[src/rtl/weight_pingpong_buf.sv]
// Double-buffered weight store: the loader fills one bank while the PE array reads the other;
// a request/acknowledge swap hands a complete tile to the read side.
module weight_pingpong_buf #(
    parameter int unsigned DATA_W = 72,
    parameter int unsigned DEPTH  = 21,
    parameter int unsigned IDX_W  = 7
) (
    input  logic              clk,
    input  logic              rst,
    input  logic              wr_en,
    input  logic [IDX_W-1:0]  wr_index,
    input  logic [DATA_W-1:0] wr_data,
    input  logic              wr_last,
    output logic              wr_ready,
    output logic              wr_err,
    input  logic              swap_req,
    output logic              swap_ack,
    input  logic              rd_en,
    input  logic [IDX_W-1:0]  rd_index,
    output logic [DATA_W-1:0] rd_data,
    output logic              rd_valid,
    output logic              act_valid,
    output logic              act_bank
);
    localparam int unsigned    AW      = (DEPTH > 1) ? $clog2(DEPTH) : 1;
    localparam logic [IDX_W:0] DEPTH_C = (IDX_W + 1)'(DEPTH);

    logic [DATA_W-1:0] mem [2][DEPTH];

    logic       act_sel;
    logic [1:0] full;
    logic       fill_sel;
    logic       wr_in_range;
    logic       rd_in_range;
    logic       wr_ok;
    logic       swap_ok;
    logic       rd_ok;

    always_comb begin
        fill_sel    = ~act_sel;
        wr_ready    = ~full[fill_sel];
        act_valid   = full[act_sel];
        act_bank    = act_sel;
        wr_in_range = {1'b0, wr_index} < DEPTH_C;
        rd_in_range = {1'b0, rd_index} < DEPTH_C;
        wr_ok       = wr_en & wr_ready & wr_in_range;
        // A full fill bank forces wr_ready low, so wr_ok and swap_ok never coincide.
        swap_ok     = swap_req & full[fill_sel];
        rd_ok       = rd_en & act_valid;
    end

    always_ff @(posedge clk) begin
        if (wr_ok) begin
            mem[fill_sel][wr_index[AW-1:0]] <= wr_data;
        end
    end

    always_ff @(posedge clk or posedge rst) begin
        if (rst) begin
            act_sel  <= 1'b0;
            full     <= '0;
            rd_data  <= '0;
            rd_valid <= 1'b0;
            swap_ack <= 1'b0;
            wr_err   <= 1'b0;
        end else begin
            wr_err   <= wr_en & ~wr_ok;
            swap_ack <= swap_ok;
            rd_valid <= rd_ok;
            if (wr_ok && wr_last) begin
                full[fill_sel] <= 1'b1;
            end
            // Old active bank becomes the new fill bank and loses its tile.
            if (swap_ok) begin
                act_sel       <= ~act_sel;
                full[act_sel] <= 1'b0;
            end
            if (rd_ok) begin
                rd_data <= rd_in_range ? mem[act_sel][rd_index[AW-1:0]] : '0;
            end
        end
    end
endmodule
[config.mk]
export PLATFORM = sky130hd
export DESIGN_NAME = weight_pingpong_buf
export DESIGN_NICKNAME = d
export VERILOG_FILES = /design/src/rtl/weight_pingpong_buf.sv
export SDC_FILE = /design/constraint.sdc
export NUM_CORES = 2
export LEC_CHECK = 0
export BUFFER_PORTS_ARGS = -buffer_cell sky130_fd_sc_hd__buf_2
export CAP_MARGIN = 20
export CORE_ASPECT_RATIO = 2
export CORE_MARGIN = 1
export CORE_UTILIZATION = 67
export DETAILED_ROUTE_END_ITERATION = 10
export PLACE_DENSITY_LB_ADDON = 0.25
export SYNTH_ARGS = -nofsm -noshare
export SYNTH_HDL_FRONTEND = slang
export SYNTH_SLANG_ARGS = --single-unit
[constraint.sdc]
create_clock -name clk -period 10 [get_ports clk]
set_input_delay 0.5 -clock clk [delete_from_list [all_inputs] [get_ports clk]]
set_output_delay 0.5 -clock clk [all_outputs]
set_load 0.03 [all_outputs]
==> impl_results.md <==
- Largest net degree at the start of global routing: 128
- Grt met1 use: 46.6%
- Met2 Resource Use GR: 62.0%
- Adder-cell share of the synthesized area: 0%
- Overall routing resource usage: 37.7%
- Worst hold path class: in -> reg
- Busiest grt layer: met2
- Post-DRT Antenna Nets: 0
- Die area: 178000 sq um
- Clock sinks: 3102
- Mean area per synthesized cell: 21.8 sq um
- Switch Pwr: roughly 6.8 mW
- Placer congestion estimate: roughly 0.8
- Yosys warnings: 0
- Skew final: 38.8 ps
- Post-synthesis cell type count: 64
- Area growth syn-to-layout: 10.1%
- Maxcap violations: 0
- Hold_ws: 29.7 ps
- Post-synthesis mux area share: roughly 15%
- Setup-failing EPs final: 0
- Gate Count Post-Synth: ~5.4k
- Clk pwr share: 35.0%
- Worst skew pair latency: 900 ps
- Required @ worst endpoint: 10690 ps
- Chip Width: 299 microns
- #FFs+latches synth: 3102
- CP Capture Type: flip-flop
- Startpoint types: flip-flop
- Initial antenna violation count: 25
- IO Count: 170
- Initial DRC count: 9699
- Total gr overflow: 0
- Routed len/inst: 40.5 microns
- Final hold vios: 0
- Post-synth EDFFs: 3024
- Switching part of the total power: about a quarter
- CP Max Fanout: 112
- Power Dens Cells: 219 nW/um^2
- Complex-gate fraction of the synthesized area: 3.93%
- Layout fillers: 9296
- Final instance area: 130000 sq um
- CTS buffer count: ~240
- Slew @ Worst Pin: 1230 ps
- Largest family of logic cells by synthesized area: multiplexers
- Via count: 61.4k
- Most frequent CP cell: buf_12
- Longest Clk Path Bufs: 4
- HPWL after DPL: 170000 microns
- Die Ht: 596 microns
- Leakage: 40.6 nW
- Fin worst setup slack: 4700 ps
- Post-synth ARST share: between 2 and 3%
- P_int: 21.6 mW
- Final-report max-slew violation count: 0
- Crit path kind: reg -> reg
- Worst path arrival time: approximately 6000 ps
- CTS Root Buffer Type: clkbuf_16
- VDD IR max: 0.379 mV
- Status: finished clean
- Nets: 5753
- Final worst-path cycle share: around 53%
- Post-DP Area: 122000 sq um
- Synth Cell Area: 118000 sq um
- Final setup TNS: 0 ps
- H-tree depth: 4
- Drt drc: 0
- XOR/XNOR share of the synthesized area: 0%
- Pre-CTS setup slack: roughly 4800 ps
- Initial Util: 67.6%
- Met3 Use GR: 7.85%
- Ratio of cells with drive above 1 in the final layout: a little under a quarter
- Worst-path cell chain: buf_4 -> buf_12 -> buf_12 -> mux4_2 -> nand2_1 -> a21oi_1 -> a2111oi_0 -> o311ai_0
- Post-CTS setup buffer count: 0
- Tmin final: 5300 ps
- Achievable Freq: 0.189 GHz
- Power share of the combinational group: 14.0%
- Worst slew margin: between 10% and 20%
- Vias/cell: 7.51
- Core area: 175000 sq um
- Register area share after synthesis: 78.5%
- Synth Flop Type: edfxtp_1
- Cell Rows: 217
- DRT Pass-1 Iters: 7
- IO buf count: 169
- Storage element area: between 90000 and 100000 sq um
- Simple-Gate Fraction of Synth Area: around 1.3%
- Footprint of the multi-input gates: 24000 sq um
- Number of global-route vias before repair: roughly 62k
- Clk pin slew, worst setup/hold paths: 70 ps
- RSZ-0062 raised after global routing: no
- Syn_nets: 5510
- Crit-path slowest cell: dfrtp_4
- CP peak stage delay: 970 ps
- Sequential power share: 51.0%
- First-pass GRT wire length: 460000 microns
- WL final: 331000 microns
- TritonCTS clock tree: done
- Power consumption: 28.5 mW
## path summary, 6_finish.rpt
check | startpoint | endpoint | slack (ps) | cells past startpoint
max in group asynchronous | rst | rd_data[57] | 8250 | 4
worst min-delay path | wr_last | full[1] | 30 | 4
worst max register to register | act_bank | rd_data[14] | 4700 | 8
worst min register to register | rd_data[43] | rd_data[43] | 510 | 2
min in group asynchronous | rst | rd_data[34] | 370 | 3
worst max-delay path | act_bank | rd_data[14] | 4700 | 8
## layer usage
layer | share of wire [%] | vias up | wire length, microns
li1 | - | 23359 | -
met2 | 50 | 5206 | 165000
met1 | 31 | 31579 | 102000
met5 | 0.023 | - | 76
met4 | 7.0 | 12 | 23200
met3 | 12 | 1292 | 40500
## synth_stat cells, types with 27 or more instances
cell | n | area share [%]
mux2i_1 | 371 | 3.1
nand2b_1 | 27 | 0.14
buf_6 | 29 | 0.28
mux2_2 | 75 | 0.71
o21ai_0 | 71 | 0.30
edfxtp_1 | 3024 | 77
mux4_2 | 574 | 11
nand2_1 | 100 | 0.32
a221o_1 | 31 | 0.26
o22ai_1 | 140 | 0.74
clkbuf_1 | 116 | 0.37
a22oi_1 | 27 | 0.17
nor2_1 | 105 | 0.33
a21oi_1 | 74 | 0.31
buf_4 | 65 | 0.41
nand3_1 | 28 | 0.12
o221ai_1 | 69 | 0.51
dfrtp_1 | 78 | 1.7
buf_2 | 91 | 0.39
a211oi_1 | 66 | 0.42
## power groups by stage
stage / logic (mW) / registers, mW / clock network, mW
after floorplan: 2.99 / 14.8 / 0
after global placement: 3.89 / 14.8 / 0
after detailed placement: 3.97 / 14.8 / 0
after CTS: 4.00 / 14.5 / 9.96
after global routing: 4.21 / 14.5 / 10.4
final: 3.99 / 14.5 / 9.96
## layout make-up
class                           instances  area share, %
Inverter                                6         0.0269
Antenna cell                           22         0.0423
Sequential cell                      3102           71.3
Tap cell                             2299           2.21
Timing Repair Buffer                  319           1.75
Clock buffer                          334           5.21
Multi-Input combinational cell       1988           18.5
Clock inverter                        111           1.01
## worst max-delay path, delay by kind of cell (launching register included)
family,cells,cell delay [ps]
buffers and inverters,3,2190
DFF,1,970
AOI/OAI and AO/OA,3,910
muxes,1,600
and+or+nand+nor,1,110
## sequential cells by signal, summed over array words and instances (netlist names)
signal / cells
swap_ack: 1
rd_data: 72
act_bank: 1
mem: 3024
rd_valid: 1
wr_err: 1
full: 2
## repair_timing
item / CTS / global route
gates resized for setup: 0 / 0
hold buffers: 3 / 0
hold endpoints to repair: 51 / 0
## through the flow
stage               cells  utilization (%)
floorplan            5418                -
global placement     7704             69.7
detailed placement   7708             69.7
CTS                  8156             74.3
global route         8167             74.4
finish               8181             74.4
## cell usage in the layout (no fill, tap or decap), types with 24 or more instances in the layout
cell,instances
edfxtp_1,3024
mux4_2,574
mux2i_1,371
clkbuf_16,247
buf_2,165
o22ai_1,140
buf_4,128
nand2_1,98
dfrtp_1,77
mux2_2,75
a21oi_1,74
o21ai_0,71
o221ai_1,69
a211oi_1,66
nor2_1,60
clkbuf_1,60
nor2_4,44
clkinv_2,35
a221o_1,31
bufinv_16,29
a22oi_1,27
nand3_1,27
clkbuf_8,27
nand2b_1,26
a22o_1,24
clkinv_1,24
## cell families (layout without fill, tap and decap cells)
kind of cell | after synthesis | in the layout
simple gates | 321 | 321
mux | 1021 | 1021
other cells | 0 | 22
buf+inv | 328 | 770
flops | 3102 | 3102
compound gates | 646 | 646
Power figures use the tool's default switching activity.
